File: src/rtl/isp_uart_host_if.sv
// Command/response handshake between a requester and isp_uart_host.
interface isp_uart_host_if;
  logic        i_cmd_valid;
  logic        o_cmd_ready;
  logic [2:0]  i_cmd_op;
  logic [31:0] i_cmd_addr;
  logic [31:0] i_cmd_data;
  logic        o_rsp_valid;
  logic [31:0] o_rsp_data;
  logic        o_rsp_err;

  modport master (output i_cmd_valid, i_cmd_op, i_cmd_addr, i_cmd_data,
                  input  o_cmd_ready, o_rsp_valid, o_rsp_data, o_rsp_err);
  modport slave  (input  i_cmd_valid, i_cmd_op, i_cmd_addr, i_cmd_data,
                  output o_cmd_ready, o_rsp_valid, o_rsp_data, o_rsp_err);
endinterface

File: src/rtl/isp_uart_host.sv
// Host side of the UART ISP debug port: serializes one ASCII command line,
// then collects and checks the 8-character reply.
module isp_uart_host #(
  parameter int UART_CLK_DIV   = 434,
  parameter int TIMEOUT_CYCLES = 5_000_000
) (
  input  logic           clk,
  input  logic           rst,
  isp_uart_host_if.slave bus,
  output logic           o_uart_tx,
  input  logic           i_uart_rx
);
  localparam int CW = $clog2(UART_CLK_DIV + 1);
  localparam int TW = $clog2(TIMEOUT_CYCLES + 1);
  localparam logic [CW-1:0] BIT_LAST  = CW'(UART_CLK_DIV - 1);
  localparam logic [CW-1:0] HALF_LAST = CW'(UART_CLK_DIV / 2 - 1);
  localparam logic [TW-1:0] TO_LAST   = TW'(TIMEOUT_CYCLES - 1);

  localparam logic [2:0] OP_READ  = 3'd0;
  localparam logic [2:0] OP_WRITE = 3'd1;
  localparam logic [2:0] OP_RESET = 3'd2;
  localparam logic [2:0] OP_RUN   = 3'd3;
  localparam logic [2:0] OP_STOP  = 3'd4;

  typedef enum logic [1:0] {S_IDLE, S_SEND, S_WAIT, S_RESP} state_t;
  typedef enum logic [1:0] {R_IDLE, R_START, R_DATA, R_STOP} rx_state_t;

  function automatic logic [7:0] hex_char(input logic [3:0] n);
    return (n < 4'd10) ? (8'h30 + {4'h0, n}) : (8'h57 + {4'h0, n});
  endfunction

  // Nibble k of w, counting from the most significant nibble.
  function automatic logic [3:0] nib(input logic [31:0] w, input logic [2:0] k);
    logic [31:0] s;
    s = w << {k, 2'b00};
    return s[31:28];
  endfunction

  // Byte i of the command line for the given op.
  function automatic logic [7:0] tx_byte(input logic [2:0] op, input logic [31:0] a,
                                         input logic [31:0] d, input logic [4:0] i);
    logic [7:0] b;
    b = 8'h0a;
    case (op)
      OP_READ:  if (i < 5'd8) b = hex_char(nib(a, i[2:0]));
      OP_WRITE: if (i < 5'd8) b = hex_char(nib(a, i[2:0]));
                else if (i == 5'd8) b = 8'h20;
                else if (i < 5'd17) b = hex_char(nib(d, 3'(i - 5'd9)));
      OP_RESET: if (i == 5'd0) b = 8'h72;
                else if (i < 5'd9) b = hex_char(nib(a, 3'(i - 5'd1)));
      OP_RUN:   if (i == 5'd0) b = 8'h77;
      OP_STOP:  if (i == 5'd0) b = 8'h73;
      default:  b = 8'h0a;
    endcase
    return b;
  endfunction

  // Index of the final byte ('\n') of each command line.
  function automatic logic [4:0] tx_last(input logic [2:0] op);
    case (op)
      OP_READ:  return 5'd8;
      OP_WRITE: return 5'd17;
      OP_RESET: return 5'd9;
      default:  return 5'd1;
    endcase
  endfunction

  // Expected character k of the fixed reply for non-read ops.
  function automatic logic [7:0] exp_char(input logic [2:0] op, input logic [2:0] k);
    logic [63:0] s;
    case (op)
      OP_WRITE: s = "wr done ";
      OP_RESET: s = "rst done";
      OP_RUN:   s = "running ";
      default:  s = "stoped  ";
    endcase
    s = s << {k, 3'b000};
    return s[63:56];
  endfunction

  // {valid, value} of a lowercase hex digit.
  function automatic logic [4:0] hex_val(input logic [7:0] c);
    if (c >= 8'h30 && c <= 8'h39) return {1'b1, c[3:0]};
    if (c >= 8'h61 && c <= 8'h66) return {1'b1, c[3:0] + 4'd9};
    return 5'd0;
  endfunction

  state_t      state_q, state_d;
  logic [2:0]  op_q;
  logic [31:0] addr_q, data_q;
  logic [4:0]  byte_idx_q;
  logic [CW-1:0] tx_cnt_q;
  logic [3:0]  tx_bit_q;
  logic        tx_q;
  logic [2:0]  kept_cnt_q;
  logic [27:0] acc_q;
  logic        mism_q;
  logic [TW-1:0] to_cnt_q;
  logic [31:0] rsp_data_q;
  logic        rsp_err_q;

  rx_state_t   rx_st_q, rx_st_d;
  logic        rx_s1_q, rx_s2_q, rx_prev_q;
  logic [CW-1:0] rx_cnt_q;
  logic [2:0]  rx_bit_q;
  logic [7:0]  rx_sh_q;

  logic       accept, op_legal, frame_end, last_byte, to_fire, wait_end;
  logic       rx_fall, rx_last, rx_done, rx_ferr, byte_skip, kept, byte_bad, reply_done;
  logic [7:0] cur_byte;
  logic [4:0] hexv;

  assign accept    = (state_q == S_IDLE) && bus.i_cmd_valid;
  assign op_legal  = (bus.i_cmd_op <= OP_STOP);
  assign cur_byte  = tx_byte(op_q, addr_q, data_q, byte_idx_q);
  assign frame_end = (state_q == S_SEND) && (tx_cnt_q == BIT_LAST) && (tx_bit_q == 4'd9);
  assign last_byte = (byte_idx_q == tx_last(op_q));

  assign rx_fall   = rx_prev_q & ~rx_s2_q;
  assign rx_last   = (rx_st_q == R_START) ? (rx_cnt_q == HALF_LAST) : (rx_cnt_q == BIT_LAST);
  assign rx_done   = (rx_st_q == R_STOP) && rx_last;
  assign rx_ferr   = ~rx_s2_q;
  assign byte_skip = (rx_sh_q == 8'h0d) || (rx_sh_q == 8'h0a) || (rx_sh_q == 8'h00);
  assign kept      = (state_q == S_WAIT) && rx_done && !rx_ferr && !byte_skip;
  assign hexv      = hex_val(rx_sh_q);
  assign byte_bad  = (op_q == OP_READ) ? !hexv[4] : (rx_sh_q != exp_char(op_q, kept_cnt_q));
  assign reply_done = kept && (kept_cnt_q == 3'd7);
  assign to_fire   = (state_q == S_WAIT) && (to_cnt_q == TO_LAST);
  assign wait_end  = (state_q == S_WAIT) && ((rx_done && rx_ferr) || reply_done || to_fire);

  assign o_uart_tx       = tx_q;
  assign bus.o_cmd_ready = (state_q == S_IDLE);
  assign bus.o_rsp_valid = (state_q == S_RESP);
  assign bus.o_rsp_data  = rsp_data_q;
  assign bus.o_rsp_err   = rsp_err_q;

  // Receiver frame sequencing: start check at half bit, 8 data bits, stop bit.
  always_comb begin
    rx_st_d = rx_st_q;
    case (rx_st_q)
      R_IDLE:  if (rx_fall) rx_st_d = R_START;
      R_START: if (rx_last) rx_st_d = rx_s2_q ? R_IDLE : R_DATA;
      R_DATA:  if (rx_last && rx_bit_q == 3'd7) rx_st_d = R_STOP;
      R_STOP:  if (rx_last) rx_st_d = R_IDLE;
      default: rx_st_d = R_IDLE;
    endcase
  end

  // Receiver synchronizer, bit timer and shift register.
  always_ff @(posedge clk) begin
    if (rst) begin
      rx_st_q   <= R_IDLE;
      rx_s1_q   <= 1'b1;
      rx_s2_q   <= 1'b1;
      rx_prev_q <= 1'b1;
      rx_cnt_q  <= '0;
      rx_bit_q  <= '0;
      rx_sh_q   <= '0;
    end else begin
      rx_st_q   <= rx_st_d;
      rx_s1_q   <= i_uart_rx;
      rx_s2_q   <= rx_s1_q;
      rx_prev_q <= rx_s2_q;
      if (rx_st_q == R_IDLE || rx_last) rx_cnt_q <= '0;
      else rx_cnt_q <= rx_cnt_q + CW'(1);
      if (rx_st_q == R_START) rx_bit_q <= '0;
      if (rx_st_q == R_DATA && rx_last) begin
        rx_sh_q  <= {rx_s2_q, rx_sh_q[7:1]};
        rx_bit_q <= rx_bit_q + 3'd1;
      end
    end
  end

  // Command FSM next state.
  always_comb begin
    state_d = state_q;
    case (state_q)
      S_IDLE:  if (bus.i_cmd_valid) state_d = op_legal ? S_SEND : S_RESP;
      S_SEND:  if (frame_end && last_byte) state_d = S_WAIT;
      S_WAIT:  if (wait_end) state_d = S_RESP;
      S_RESP:  state_d = S_IDLE;
      default: state_d = S_IDLE;
    endcase
  end

  // Command FSM state, transmitter, reply collection and response registers.
  always_ff @(posedge clk) begin
    if (rst) begin
      state_q    <= S_IDLE;
      byte_idx_q <= '0;
      tx_cnt_q   <= '0;
      tx_bit_q   <= '0;
      tx_q       <= 1'b1;
      kept_cnt_q <= '0;
      acc_q      <= '0;
      mism_q     <= 1'b0;
      to_cnt_q   <= '0;
      rsp_data_q <= '0;
      rsp_err_q  <= 1'b0;
    end else begin
      state_q <= state_d;
      if (accept) begin
        op_q       <= bus.i_cmd_op;
        addr_q     <= bus.i_cmd_addr;
        data_q     <= bus.i_cmd_data;
        byte_idx_q <= '0;
        tx_cnt_q   <= '0;
        tx_bit_q   <= '0;
        kept_cnt_q <= '0;
        acc_q      <= '0;
        mism_q     <= 1'b0;
        if (op_legal) begin
          tx_q <= 1'b0;
        end else begin
          rsp_data_q <= '0;
          rsp_err_q  <= 1'b1;
        end
      end else if (state_q == S_SEND) begin
        if (tx_cnt_q == BIT_LAST) begin
          tx_cnt_q <= '0;
          if (tx_bit_q == 4'd9) begin
            // Next start bit follows the stop bit with no gap.
            if (!last_byte) begin
              byte_idx_q <= byte_idx_q + 5'd1;
              tx_bit_q   <= '0;
              tx_q       <= 1'b0;
            end
            to_cnt_q <= '0;
          end else begin
            tx_bit_q <= tx_bit_q + 4'd1;
            tx_q     <= (tx_bit_q == 4'd8) ? 1'b1 : cur_byte[tx_bit_q[2:0]];
          end
        end else begin
          tx_cnt_q <= tx_cnt_q + CW'(1);
        end
      end else if (state_q == S_WAIT) begin
        if (rx_st_q == R_IDLE && rx_fall) to_cnt_q <= '0;
        else to_cnt_q <= to_cnt_q + TW'(1);
        if (kept) begin
          kept_cnt_q <= kept_cnt_q + 3'd1;
          acc_q      <= {acc_q[23:0], hexv[3:0]};
          if (byte_bad) mism_q <= 1'b1;
        end
        if (wait_end) begin
          if (reply_done && !mism_q && !byte_bad) begin
            rsp_err_q  <= 1'b0;
            rsp_data_q <= (op_q == OP_READ) ? {acc_q, hexv[3:0]} : 32'd0;
          end else begin
            rsp_err_q  <= 1'b1;
            rsp_data_q <= '0;
          end
        end
      end
    end
  end
endmodule

File: src/flat_wrapper.sv
// flat-port wrapper written by rule: the top's interface ports become plain ports
module isp_uart_host_flat 
#(
  parameter int UART_CLK_DIV   = 434,
  parameter int TIMEOUT_CYCLES = 5_000_000
)
  (clk, rst, o_uart_tx, i_uart_rx, bus_i_cmd_valid, bus_i_cmd_op, bus_i_cmd_addr, bus_i_cmd_data, bus_o_cmd_ready, bus_o_rsp_valid, bus_o_rsp_data, bus_o_rsp_err);
  isp_uart_host_if bus_i ();
  input  logic clk;
  input  logic rst;
  output logic o_uart_tx;
  input  logic i_uart_rx;
  input wire logic [$bits(bus_i.i_cmd_valid)-1:0] bus_i_cmd_valid;
  input wire logic [$bits(bus_i.i_cmd_op)-1:0] bus_i_cmd_op;
  input wire logic [$bits(bus_i.i_cmd_addr)-1:0] bus_i_cmd_addr;
  input wire logic [$bits(bus_i.i_cmd_data)-1:0] bus_i_cmd_data;
  output wire logic [$bits(bus_i.o_cmd_ready)-1:0] bus_o_cmd_ready;
  output wire logic [$bits(bus_i.o_rsp_valid)-1:0] bus_o_rsp_valid;
  output wire logic [$bits(bus_i.o_rsp_data)-1:0] bus_o_rsp_data;
  output wire logic [$bits(bus_i.o_rsp_err)-1:0] bus_o_rsp_err;
  assign bus_i.i_cmd_valid = bus_i_cmd_valid;
  assign bus_i.i_cmd_op = bus_i_cmd_op;
  assign bus_i.i_cmd_addr = bus_i_cmd_addr;
  assign bus_i.i_cmd_data = bus_i_cmd_data;
  assign bus_o_cmd_ready = bus_i.o_cmd_ready;
  assign bus_o_rsp_valid = bus_i.o_rsp_valid;
  assign bus_o_rsp_data = bus_i.o_rsp_data;
  assign bus_o_rsp_err = bus_i.o_rsp_err;
  isp_uart_host #(.UART_CLK_DIV(UART_CLK_DIV), .TIMEOUT_CYCLES(TIMEOUT_CYCLES)) u_core (.clk(clk), .rst(rst), .bus(bus_i), .o_uart_tx(o_uart_tx), .i_uart_rx(i_uart_rx));
endmodule
File: config.mk
export PLATFORM = sky130hd
export DESIGN_NAME = isp_uart_host_flat
export DESIGN_NICKNAME = d
export VERILOG_FILES = /design/src/rtl/isp_uart_host_if.sv /design/src/rtl/isp_uart_host.sv /design/src/flat_wrapper.sv
export SDC_FILE = /design/constraint.sdc
export NUM_CORES = 1
export LEC_CHECK = 0
export BUFFER_PORTS_ARGS = -buffer_cell sky130_fd_sc_hd__buf_2
export CELL_PAD_IN_SITES_DETAIL_PLACEMENT = 0
export CELL_PAD_IN_SITES_GLOBAL_PLACEMENT = 2
export CORE_ASPECT_RATIO = 0.8
export CORE_MARGIN = 5
export CORE_UTILIZATION = 38
export CTS_CLUSTER_SIZE = 40
export DETAILED_ROUTE_END_ITERATION = 8
export GPL_ROUTABILITY_DRIVEN = 0
export HOLD_SLACK_MARGIN = 0.06
export MAX_ROUTING_LAYER = met4
export PLACE_DENSITY = 0.82
export SLEW_MARGIN = 20
export SYNTH_ARGS = -nofsm -noshare
export SYNTH_HDL_FRONTEND = slang
export SYNTH_SLANG_ARGS = --single-unit
File: constraint.sdc
create_clock -name clk -period 5 [get_ports clk]
set_input_delay 0.25 -clock clk [delete_from_list [all_inputs] [get_ports clk]]
set_output_delay 0.25 -clock clk [all_outputs]
set_load 0.02 [all_outputs]
-- Word level (Yosys, flattened, before mapping)
Index checks and enable logic that the tools add are counted.
- word-level logic and storage cells: 213
- register bits after elaboration: 201
- output and inout port bits: 36
- input bits: 71
- mux-type cells: 66
- order comparisons: 12
- bitwise operators: 6
- add/sub/neg operators: 16
- reduce and logical (&&, ||, !) cells: 51
- eq/ne operators: 37
- shift-type cells: 4
- operators by type and width (kind ; number):
    $mux W32 ; 7
    $pmux W59 S3 ; 1
    $mux W23 ; 5
    $shl A32 B5 Y32 ; 3
    $mux W8 ; 9
    $shl A63 B6 Y64 ; 1
    $pmux W8 S5 ; 1
    $add A7 B4 Y8 const A ; 3
    $reduce_and A4 Y1 ; 6
    $add A23 B1 Y23 const B ; 1
    $eq A23 B23 Y1 const B ; 1
    $add A6 B4 Y7 const A ; 3
    $mux W5 ; 4
    $logic_and A1 B1 Y1 ; 19
    $mux W1 ; 19
    $add A9 B1 Y9 const B ; 2
    $eq A9 B9 Y1 const B ; 2
    $mux W2 ; 9
    $eq A8 B4 Y1 const B ; 2
    $pmux W2 S4 ; 2
    $pmux W5 S3 ; 1
    $mux W7 ; 2
    $ne A2 B1 Y1 const B ; 7
    $lt A4 B4 Y1 const B ; 3
    other kinds (41) ; 79

-- Logic depth before layout (Yosys ltp)
Gate-level depths: netlist of run 1.
- depth after elaboration: 15
- mapped depth: 16
- mapped depth without buffers: 12

-- Worst setup path after synthesis of run 1
OpenSTA, ideal clock, no wires.
- path type: flip-flop to flip-flop
- start: reg u_core.state_q[0]
- end: reg u_core.addr_q[0] (enable)
- library setup time: 493 ps
- cell stages (with the launch flop): 5
- arrival time: 3876 ps
- required time: 4507 ps
- buffers on the path: 0
- path slack: 632 ps
- clock period less this slack: 4368 ps
- cell sequence: dfxtp_1 -> inv_1 -> ha_1 -> nand2_1 -> nor2_1
- longest elaborated chain between the ends: 3
- ends and longest elaborated chain (element ; RTL line ; RTL):
    start, declared ; isp_uart_host.sv:88 ; state_t state_q, state_d;
    start signal, assigned ; isp_uart_host.sv:201 ; state_q <= state_d;
    $logic_not A2 Y1 ; -- ;
    via bus_o_cmd_ready ; flat_wrapper.sv:17 ; output wire logic [$bits(bus_i.o_cmd_ready)-1:0] bus_o_cmd_ready;
    $logic_and A1 B1 Y1 ; isp_uart_host.sv:113 ; assign accept = (state_q == S_IDLE) && bus.i_cmd_valid;
    $reduce_and A2 Y1 (no line) ; -- ;
    end signal, assigned ; isp_uart_host.sv:204 ; addr_q <= bus.i_cmd_addr;
    end, declared ; isp_uart_host.sv:90 ; logic [31:0] addr_q, data_q;
The timed path passes the listed nets, and every way through them passes these cells.
A chain may end at the register's enable or synchronous reset.

-- Worst setup path after layout of run 1
- start: reg u_core.byte_idx_q[1]
- end: reg u_core.tx_q (netlist: u_core.o_uart_tx)
- longest elaborated chain between the ends: 15
- elaborated cells on any way between the ends: 41
- classes of those cells: add/sub (8); order compare (6); eq/ne (3); shift (3); mux (19); reduce/logical (2)
- ends and longest elaborated chain (element ; RTL line ; RTL):
    start, declared ; isp_uart_host.sv:91 ; logic [4:0] byte_idx_q;
    start signal, assigned ; isp_uart_host.sv:224 ; byte_idx_q <= byte_idx_q + 5'd1;
    $sub A3 B1 Y3 ; isp_uart_host.sv:48, isp_uart_host.sv:50 ;
    $shl A32 B5 Y32 ; isp_uart_host.sv:35 ; s = w << {k, 2'b00};
    $add A7 B4 Y8, or another cell as far along ; isp_uart_host.sv:29 ; return (n < 4'd10) ? (8'h30 + {4'h0, n}) : (8'h57 + {4'h0, n});
    $mux W8 ; isp_uart_host.sv:29 ;
    $mux W8 ; isp_uart_host.sv:48 ; else if (i < 5'd17) b = hex_char(nib(d, 3'(i - 5'd9)));
    $mux W8 ; isp_uart_host.sv:47 ; else if (i == 5'd8) b = 8'h20;
    $mux W8 ; isp_uart_host.sv:46 ; OP_WRITE: if (i < 5'd8) b = hex_char(nib(a, i[2:0]));
    $pmux W8 S5 ; isp_uart_host.sv:44 ; case (op)
    $bmux W1 S3 ; isp_uart_host.sv:231 ; tx_q <= (tx_bit_q == 4'd8) ? 1'b1 : cur_byte[tx_bit_q[2:0]];
    $mux W1 (not written as such) ; isp_uart_host.sv:231 ;
    $mux W1 ; isp_uart_host.sv:231 ;
    $mux W1 ; isp_uart_host.sv:221 ; if (tx_bit_q == 4'd9) begin
    $mux W1 ; isp_uart_host.sv:219 ; if (tx_cnt_q == BIT_LAST) begin
    $mux W1 ; isp_uart_host.sv:218 ; end else if (state_q == S_SEND) begin
    $mux W1 ; isp_uart_host.sv:202 ; if (accept) begin
    end signal, assigned ; isp_uart_host.sv:231 ;
    end, declared ; isp_uart_host.sv:94 ; logic tx_q;
Parallel ways exist; a longest one is shown, timed or not. The select of a mux whose other input is x is not followed.

==> metrics.txt, run 1 <==
outcome=finished clean; die footprint=0.02876 mm2; row cnt=52; WL met1=around 12000 um; final clock skew=~0.021 ns; critical path peak fanout=15; max layer used=met4; P per Cell Area=between 300 and 400 mW/mm2; share of flip-flops with an asynchronous set or reset=0%; synth warn=0; Clock H-tree levels=1; maxcap violations=0; first-pass GRT wire length=just under 40000 um; Avg Inst Size Synth=slightly above 10 um2; Period Utilization, post-route=72.65%; Sequential Power Share=a little under half; Clk pwr share=39.7%; Crit Path Category=reg -> reg; Total Power=roughly 4 mW; Yosys top cell by area=dfxtp_1; unrepaired setup endpoints after global routing=no; Initial Utilization=approximately two fifths; Req. time, crit path=between 5 and 6 ns; P_sw=1.074 mW; CP startpoint kind=flop; initial antenna violation count=0; vias=7660; syn_nets=around 1000; ANT cells=0; cell area after synthesis=about 0.0097 mm2; met2 wire len=between 10000 and 15000 um; DPL Wire Length=16030 um; leading cell types in the layout, fill and taps excluded=dfxtp_1, nor2_1, buf_2, dlygate4sd3_1, edfxtp_1; combinational fraction of design power=~15%; Worst-path clk slew=around 0.070 ns; Antenna Nets Post-Route=0; Overall Global Routing Usage=~17%; Die Height=between 150 and 200 um; Synth Instances=939; total routed wirelength=24140 um; fin crit period=3.632 ns; Synth top area share=27.74%; Layout fillers=roughly 2300; register area share after synthesis=just under 50%; total congestion overflow=0; maximum clock rate=between 0.2 and 0.3 GHz; clock buffer depth=3; Setup crit end kind=flop; Sw Share=about a quarter; Post-synth EDFFs=67; clock root buffer=clkbuf_16; clk_lat worst skew=~0.51 ns; final hold vios=0; Placed Cells=1323; worst hold path type=in -> reg; worst reg2reg path depth=13; top cells by area, synth=dfxtp_1, edfxtp_1, mux2i_1, nor2_1, mux4_2; Hold WS=about 0.13 ns; largest net degree at the start of global routing=36; CTS tree=built; Leak=between 4 and 5 nW; vias in the first global route=roughly 7400; IO Port Bufs=around 110; most common cell after layout, fill and taps aside=dfxtp_1; Post-CTS Setup Inserts=0; Final Non-Filler Cells=around 1400; Post-Route Setup TNS=0 ns; P&R area growth vs syn=22.42%; Worst Max-Slew Pin Slew=between 0.9 and 1 ns; Most used DFF post-synth=dfxtp_1; Num CTS Buffers=22; final setup vio count=0; initial drt markers=591; Die W=about 190 um; ratio of cells with drive above 1 in the final layout=17.75%; Met3 Routed Length=~1300 um; First-pass DRT Iterations=5; synthesized flop and latch total=roughly 200; Hold-fix buffers, CTS=68; vias per std cell=5.364; Max VDD drop=about 0.21 mV; Layout Nets=roughly 1200; Arr. time, crit path=slightly above 4 ns; Internal=roughly 3 mW; Max Slew Vio Count=0; clk sinks=between 200 and 250; post_cts resized=0; num ports=about 110; worst hold path depth=2; drt wl/cell=about 17 um; post-synthesis cell type count=73; Final Util=47.02%; CORE AREA=about 0.025 mm2; Max-slew headroom=between 30% and 40%; DRC Markers=0
==> worst paths after layout <==
check	from	slack (ns)	to
worst max register to register	u_core.byte_idx_q[1]$_SDFFE_PP0P_	1.37	u_core.o_uart_tx$_SDFFE_PP1P_
worst min-delay path	rst	0.13	u_core.rx_sh_q[2]$_SDFFE_PP0P_
worst min register to register	u_core.rx_s1_q$_SDFF_PP1_	0.43	u_core.rx_s2_q$_SDFF_PP1_
worst max-delay path	u_core.byte_idx_q[1]$_SDFFE_PP0P_	1.37	u_core.o_uart_tx$_SDFFE_PP1P_
==> metal layers <==
metal	vias up	GRT usage, %
met4	0	3.365
met2	207	25.34
met1	3657	23.99
met3	38	3.092
li1	3758	-
met5	-	-
==> metrics by stage <==
stage	worst slack (ns)	area, um2
after detailed placement	1.385	10450
after global routing	1.018	11840
after global placement	1.431	10450
after floorplan	0.6316	9672
after CTS	1.392	11840
final	1.368	11840
==> critical path, cell delays in order (launching register included) <==
cell	delay, ns
dfxtp_1	0.86
inv_1	0.14
ha_1	0.33
buf_4	0.23
mux4_2	0.32
mux2i_1	0.35
ha_1	0.25
inv_1	0.06
nor2_1	0.10
nor2_1	0.04
o21ai_0	0.33
o2111ai_1	0.18
a41oi_1	0.25
o21ai_1	0.07
==> cells in the mapped netlist (18+ instances only) <==
library cell and count:
edfxtp_1 67, inv_1 25, ha_1 22, dfxtp_1 134, clkbuf_1 42, nor2_1 128, a21oi_1 27, xor2_1 18
a22o_1 30, mux2i_1 64, nor3_1 24, o21ai_0 43, mux4_2 19, nand2_1 59
==> cell type report <==
class	instances	area [um2]	share of cell area [%]
Clock buffer	28	616.8	5.210
Timing Repair Buffer	186	1301	10.99
Inverter	26	97.59	0.8243
Tap cell	324	405.4	3.424
Sequential cell	201	4695	39.65
Multi-Input combinational cell	654	4631	39.11
Clock inverter	9	93.84	0.7926
==> cells by family after synthesis <==
kind of cell / count (synthesis) / share of synthesized area (%)
mux: 89 / 11.75
compound gates: 184 / 13.38
fa+ha+maj: 22 / 2.846
simple gates: 327 / 16.87
xor+xnor: 32 / 2.898
flops: 201 / 48.54
buf+inv: 84 / 3.726
==> state kept, by name, summed over array words and instances, names as in the netlist, 2 cells and up, named ones only <==
signal / cells
u_core.bus.o_rsp_data: 32
u_core.tx_bit_q: 4
u_core.state_q: 2
u_core.addr_q: 32
u_core.op_q: 3
u_core.tx_cnt_q: 9
u_core.data_q: 32
u_core.rx_bit_q: 3
u_core.byte_idx_q: 5
u_core.rx_sh_q: 8
u_core.acc_q: 28
u_core.kept_cnt_q: 3
u_core.rx_cnt_q: 9
u_core.to_cnt_q: 23
==> power groups by stage <==
stage                     registers, mW  logic (mW)  clock network, mW
after floorplan                    1.87       0.394                  0
after global placement             1.89       0.551                  0
after detailed placement           1.89       0.550                  0
after CTS                          1.85       0.593               1.66
after global routing               1.87       0.664               1.72
final                              1.86       0.593               1.61
No activity file was read; power rests on OpenSTA's default activity.
==> inputs of run 2 (changes only) <==
--- a/config.mk
+++ b/config.mk
@@ -10,13 +10,13 @@
 export CELL_PAD_IN_SITES_GLOBAL_PLACEMENT = 2
 export CORE_ASPECT_RATIO = 0.8
 export CORE_MARGIN = 5
-export CORE_UTILIZATION = 38
+export CORE_UTILIZATION = 34
 export CTS_CLUSTER_SIZE = 40
 export DETAILED_ROUTE_END_ITERATION = 8
 export GPL_ROUTABILITY_DRIVEN = 0
 export HOLD_SLACK_MARGIN = 0.06
 export MAX_ROUTING_LAYER = met4
-export PLACE_DENSITY = 0.82
+export PLACE_DENSITY = 0.77
 export SLEW_MARGIN = 20
 export SYNTH_ARGS = -nofsm -noshare
 export SYNTH_HDL_FRONTEND = slang
==> constraint.sdc (replaced) <==
create_clock -name clk -period 3 [get_ports clk]
set_input_delay 0.15 -clock clk [delete_from_list [all_inputs] [get_ports clk]]
set_output_delay 0.15 -clock clk [all_outputs]
set_load 0.02 [all_outputs]
==> run 2 against run 1 <==
Count of clock-buffer cells in the layout did not move. Sequential share of layout area fell by 2.0 points. Clock power rose by 85%. Clock skew fell by 0.0063 ns. Non-clock buffer count rose by 39. Setup slack got worse by 1.2 ns. Via count rose by 0.23%. Worst hold slack got worse by 0.063 ns. Final area rose by 5.2%.
==> metrics.txt, run 2 (same netlist as run 1, synthesis figures left out) <==
outcome=finished clean; Antenna Nets Post-Route=0 (unchanged); die footprint=0.03194 mm2 (+11%); Initial Utilization=34.36% (-4.0 points); final setup vio count=0 (unchanged); num ports=107 (unchanged); Crit Path Category=reg -> reg; initial antenna violation count=0 (unchanged); Crit path max-delay family=compound AO/OA/AOI/OAI gates; vias per std cell=5.061 (-5.6%); maximum clock rate=0.3503 GHz (+27%); PnR worst setup slack=0.1452 ns (-1.222 ns); CP startpoint kind=flop; Placed Cells=1404 (+6.1%); Max-slew headroom=55.23% (+21 points); Critical Path Max Stage Delay=0.37 ns (-0.49 ns); Critical R2R Launch=u_core.byte_idx_q[0]$_SDFFE_PP0P_; Layout Nets=1224 (+3.4%); Req. time, crit path=3.40 ns (-2.00 ns); worst reg2reg path depth=12 (-1); drt wl/cell=15.92 um (-5.8%); Num CTS Buffers=23 (+4.5%); Worst-path clk slew=0.07 ns (about the same); fin crit period=2.855 ns (-0.7777 ns); Setup crit end kind=flop; CORE AREA=0.02815 mm2 (+12%); crit path max-delay cell type=mux4_2; vias in the first global route=7488 (+1.4%); most common cell after layout, fill and taps aside=dfxtp_1; Die Height=160.9 um (+5.3%); ratio of cells with drive above 1 in the final layout=21.88% (+4.1 points); Layout fillers=2627 (+13%); leading cell types in the layout, fill and taps excluded=dfxtp_1, nor2_1, buf_2, dlygate4sd3_1, edfxtp_1; total congestion overflow=0 (unchanged); P&R area growth vs syn=28.84%; Leak=4.549 nW (+6.4%); Worst Setup SP=u_core.byte_idx_q[0]$_SDFFE_PP0P_; unrepaired setup endpoints after global routing=yes; critical path peak fanout=10 (-5); largest net degree at the start of global routing=68 (+89%); Period Utilization, post-route=95.16% (+23 points); clk_lat worst skew=0.51 ns (about the same); CP cell instances=inv_2 -> buf_4 -> ha_1 -> xor2_4 -> buf_4 -> mux4_2 -> a21oi_1 -> xnor2_1 -> a22oi_1 -> nand2_1 -> a41oi_1 -> o21ai_1; final hold vios=0 (unchanged); Max Slew Vio Count=0 (unchanged); Reg area=0.004696 mm2 (about the same); Max VDD drop=0.6498 mV (+210%); vias=7678 (+0.23%); Clock H-tree levels=1 (unchanged); initial drt markers=441 (-25%); worst hold path depth=4 (+2); First-pass DRT Iterations=5 (unchanged); worst hold path type=in -> reg; Final Util=44.27% (-2.8 points); reg2reg end=u_core.o_uart_tx$_SDFFE_PP1P_; row cnt=55 (+5.8%); multi-input logic area=0.004710 mm2 (+1.7%); Hold Path End=u_core.o_uart_tx$_SDFFE_PP1P_; ANT cells=0 (unchanged); final clock skew=0.01439 ns (-0.006298 ns); first-pass GRT wire length=39740 um (+0.54%); maxcap violations=0 (unchanged); DRC Markers=0 (unchanged); pre-CTS setup slack=0.07443 ns (-1.311 ns); most used cell, CP=buf_4; Die W=198.6 um (+5.4%); Worst Max-Slew Pin Slew=0.6645 ns (-0.3173 ns); P per Cell Area=571.3 mW/mm2 (+67%); clk sinks=201 (unchanged); Final Non-Filler Cells=1517 (+6.2%); hold path start=bus_i_cmd_valid; clock root buffer=clkbuf_16; clock buffer depth=3 (unchanged); Overall Global Routing Usage=15.39% (-1.5 points); IO Port Bufs=106 (unchanged); Arr. time, crit path=3.25 ns (-0.78 ns); R2R Setup Slk=0.15 ns (-1.22 ns); CTS tree=built; CP Buf/Inv Count=3 (unchanged); DPL Wire Length=16080 um (+0.31%); total routed wirelength=24150 um (about the same)
[run 2: through the flow]
stage | instance area (um2) | TNS [ns] | hold slack [ns] | power, mW
final | 12460 | 0 | 0.06796 | 7.119
after global routing | 12460 | -0.04718 | 0.1381 | 7.458
after CTS | 12360 | 0 | 0.06002 | 7.212
after detailed placement | 10850 | 0 | 0.3281 | 4.125
after global placement | 10850 | 0 | 0.3266 | 4.122
after floorplan | 9719 | 0 | 0.2489 | 3.764
[run 2: worst max-delay path by stage]
stage	end	depth (start not counted)
global route	u_core.o_uart_tx$_SDFFE_PP1P_	13
global placement	u_core.o_uart_tx$_SDFFE_PP1P_	13
finish	u_core.o_uart_tx$_SDFFE_PP1P_	12
CTS	u_core.bus.o_rsp_data[24]$_SDFFE_PP0P_	9
floorplan	u_core.o_uart_tx$_SDFFE_PP1P_	16
detailed placement	u_core.bus.o_rsp_data[24]$_SDFFE_PP0P_	9
[run 2: repair_timing]
item	CTS	global route
hold buffers	69	0
buffers inserted	0	2
resized for setup	0	13
endpoints found under the hold margin	78	0
setup endpoints to repair	0	33
[run 2: per-layer routing]
layer  wire, um  part of all wire [%]  track usage, %  vias up
met4        525                   2.2           3.822        0
met2      10300                    43           22.19      178
met3       1152                   4.8           2.873       39
met5          0                     0               -        -
li1           -                     -               -     3846
met1      12170                    50           22.34     3615
[run 2: cell type report]
| cell class | instances | share of cell area [%] |
|---|---|---|
| Inverter | 26 | 0.7832 |
| Sequential cell | 201 | 37.68 |
| Clock buffer | 28 | 5.171 |
| Tap cell | 370 | 3.715 |
| Timing Repair Buffer | 225 | 13.49 |
| Multi-Input combinational cell | 654 | 37.79 |
| Clock inverter | 13 | 1.366 |
[run 2: where the power goes]
group | switching, mW | internal [mW] | total, mW
logic | 0.648 | 0.430 | 1.08
registers | 0.0734 | 2.98 | 3.06
clock network | 1.12 | 1.87 | 2.98
total | 1.84 | 5.28 | 7.12
[run 2: tightest hold or removal path: stages]
cell     delay [ns]
buf_2          0.13
nand3_1        0.08
a31oi_1        0.11
o21ai_1        0.08
==> inputs of run 3 (changes only) <==
--- a/config.mk
+++ b/config.mk
@@ -10,13 +10,14 @@
 export CELL_PAD_IN_SITES_GLOBAL_PLACEMENT = 2
 export CORE_ASPECT_RATIO = 0.8
 export CORE_MARGIN = 5
-export CORE_UTILIZATION = 34
+export CORE_UTILIZATION = 36
+export CTS_BUF_LIST = sky130_fd_sc_hd__clkbuf_8
 export CTS_CLUSTER_SIZE = 40
 export DETAILED_ROUTE_END_ITERATION = 8
 export GPL_ROUTABILITY_DRIVEN = 0
 export HOLD_SLACK_MARGIN = 0.06
 export MAX_ROUTING_LAYER = met4
-export PLACE_DENSITY = 0.77
+export PLACE_DENSITY = 0.81
 export SLEW_MARGIN = 20
 export SYNTH_ARGS = -nofsm -noshare
 export SYNTH_HDL_FRONTEND = slang
==> run 3 against run 2 <==
Utilization grew 2.0 points. Clock skew grew 0.019 ns. Final cell count about the same. Critical path depth fell by 1. Sequential cell count unchanged. Power decreased by 7.2%. Combinational power about the same. Sequential share of layout area up 0.80 points. Highest routed layer unchanged.
==> metrics.txt, run 3 (same netlist as run 1, synthesis figures left out) <==
Sw Share=28.11% (+2.3 points); Internal=4.751 mW (-10%); Worst Max-Slew Pin Slew=0.5749 ns (-0.08969 ns); PnR worst setup slack=0.1612 ns (+0.01596 ns); vias in the first global route=7529 (+0.55%); maxcap violations=0 (unchanged); Max Slew Vio Count=0 (unchanged); drt wl/cell=16.16 um (+1.5%); Setup crit end kind=flop; total congestion overflow=0 (unchanged); ratio of cells with drive above 1 in the final layout=21.85% (-0.035 points); Post-CTS Setup Inserts=0 (unchanged); most used cell, CP=ha_1; CP startpoint kind=flop; Die W=193.3 um (-2.7%); leading cell types in the layout, fill and taps excluded=dfxtp_1, nor2_1, buf_2, dlygate4sd3_1, edfxtp_1; total routed wirelength=24500 um (+1.5%); num ports=107 (unchanged); combinational fraction of design power=16.1% (+0.9 points); IO Port Bufs=106 (unchanged); first-pass GRT wire length=39720 um (about the same); P per Cell Area=541.4 mW/mm2 (-5.2%); Period Utilization, post-route=94.63% (-0.53 points); die footprint=0.03026 mm2 (-5.2%); CP cell instances=inv_1 -> ha_1 -> buf_4 -> mux2i_1 -> mux4_2 -> ha_1 -> o21a_1 -> o21ai_0 -> nand4_1 -> a31oi_1 -> o21ai_1; Total Power=6.608 mW (-7.2%); most common cell after layout, fill and taps aside=dfxtp_1; P&R area growth vs syn=26.18%; worst hold path type=in -> reg; Max-slew headroom=60.58% (+5.4 points); CORE AREA=0.02639 mm2 (-6.2%); Antenna Nets Post-Route=0 (unchanged); critical path peak fanout=10 (unchanged); clock buffer depth=3 (unchanged); crit path max-delay cell type=mux4_2; Die Height=156.6 um (-2.6%); initial antenna violation count=1 (+1); largest net degree at the start of global routing=68 (unchanged); final hold vios=0 (unchanged); vias=7809 (+1.7%); Final Non-Filler Cells=1516 (-0.066%); Leak=4.471 nW (-1.7%); clock root buffer=clkbuf_8; Critical Path Max Stage Delay=0.55 ns (+0.18 ns); CTS tree=built; row cnt=53 (-3.6%); Overall Global Routing Usage=16.17% (+0.78 points); maximum clock rate=0.3523 GHz (+0.56%); outcome=finished clean; Clock H-tree levels=2 (+1); R2R Setup Slk=0.16 ns (+0.02 ns); Clk pwr share=37.5% (-4.4 points); P_sw=1.857 mW (+1.1%); pre-CTS setup slack=0.08778 ns (+0.01335 ns); Placed Cells=1385 (-1.4%); Num CTS Buffers=36 (+57%); unrepaired setup endpoints after global routing=no; DPL Wire Length=16660 um (+3.6%); Req. time, crit path=3.42 ns (+0.02 ns); Layout Nets=1228 (+0.33%); initial drt markers=514 (+17%); Arr. time, crit path=3.26 ns (about the same); Sequential Power Share=46.4% (+3.4 points); final setup vio count=0 (unchanged); final clock skew=0.03311 ns (+0.01872 ns); Crit Path Category=reg -> reg; clk_lat worst skew=0.53 ns (+0.02 ns); Max VDD drop=0.3135 mV (-52%); clk sinks=201 (unchanged); Initial Utilization=36.65% (+2.3 points); Post-Route Setup TNS=0 ns (unchanged); vias per std cell=5.151 (+1.8%); fin crit period=2.839 ns (-0.01596 ns); DRC Markers=0 (unchanged); Worst-path clk slew=0.07 ns (about the same); First-pass DRT Iterations=7 (+2)
==> run 3: changes by cell type in the layout (fill, tap and decap cells not counted), moves of 2 or more <==
| cell | change |
|---|---|
| clkinv_2 | +2 |
| buf_12 | -2 |
| clkinv_1 | +2 |
| clkinvlp_2 | -3 |
| clkbuf_16 | -24 |
| buf_4 | -7 |
| inv_1 | +10 |
| clkbuf_8 | +33 |
| bufinv_16 | -2 |
| ha_2 | +2 |
==> run 3: power by group through the flow <==
stage / combinational, mW / clock [mW] / sequential [mW]
floorplan: 0.663 / 0 / 3.10
global placement: 0.990 / 0 / 3.11
detailed placement: 0.996 / 0 / 3.12
CTS: 1.07 / 2.56 / 3.06
global route: 1.19 / 2.68 / 3.08
finish: 1.07 / 2.48 / 3.07
==> run 3: per-layer routing <==
layer  track usage, %  vias up  share of wire (%)
li1                 -     3855                  -
met1            22.78     3705                 49
met2            23.80      195                 43
met3            2.863       54                5.3
met4            5.157        0                2.4
met5                -        -                  0
==> run 3: area by class of cell <==
type	count	area, um2
timing repair buffer	216	1574
sequential	201	4697
multi-input combinational	654	4708
clock buffer	38	523.0
fill	2523	14190
tap	357	446.7
antenna	1	2.502
inverter	26	97.59
clock inverter	23	155.1
==> run 3: worst paths after layout <==
check,startpoint,to,depth (start not counted)
hold / removal,bus_i_cmd_valid,u_core.o_uart_tx$_SDFFE_PP1P_,4
setup / recovery,u_core.byte_idx_q[1]$_SDFFE_PP0P_,u_core.o_uart_tx$_SDFFE_PP1P_,11
hold reg to reg,u_core.rx_s1_q$_SDFF_PP1_,u_core.rx_s2_q$_SDFF_PP1_,1
setup reg to reg,u_core.byte_idx_q[1]$_SDFFE_PP0P_,u_core.o_uart_tx$_SDFFE_PP1P_,11
==> run 3: metrics by stage <==
step,hold WS (ns),util (%),area [um2]
global route,0.09383,46.24,12200
detailed placement,0.3281,40.79,10770
CTS,0.06317,45.98,12130
global placement,0.3276,40.79,10770
finish,0.06150,46.24,12200
floorplan,0.2489,-,9719
==> run 3: worst max-delay path: cells and delay by family (launching register included) <==
kind	cells	cell delay (ns)
buffers and inverters	2	0.28
AND/OR/NAND/NOR	1	0.15
adder cells (fa/ha/maj)	2	0.56
AO/OA/AOI/OAI	4	0.74
flip-flops	1	0.34
multiplexers	2	0.68
==> run 3: repair_timing <==
| action | CTS | global route |
|---|---|---|
| resized for setup | 0 | 16 |
| hold endpoints to repair | 75 | 0 |
| hold buffers | 69 | 0 |
| endpoints found under the setup margin | 0 | 33 |
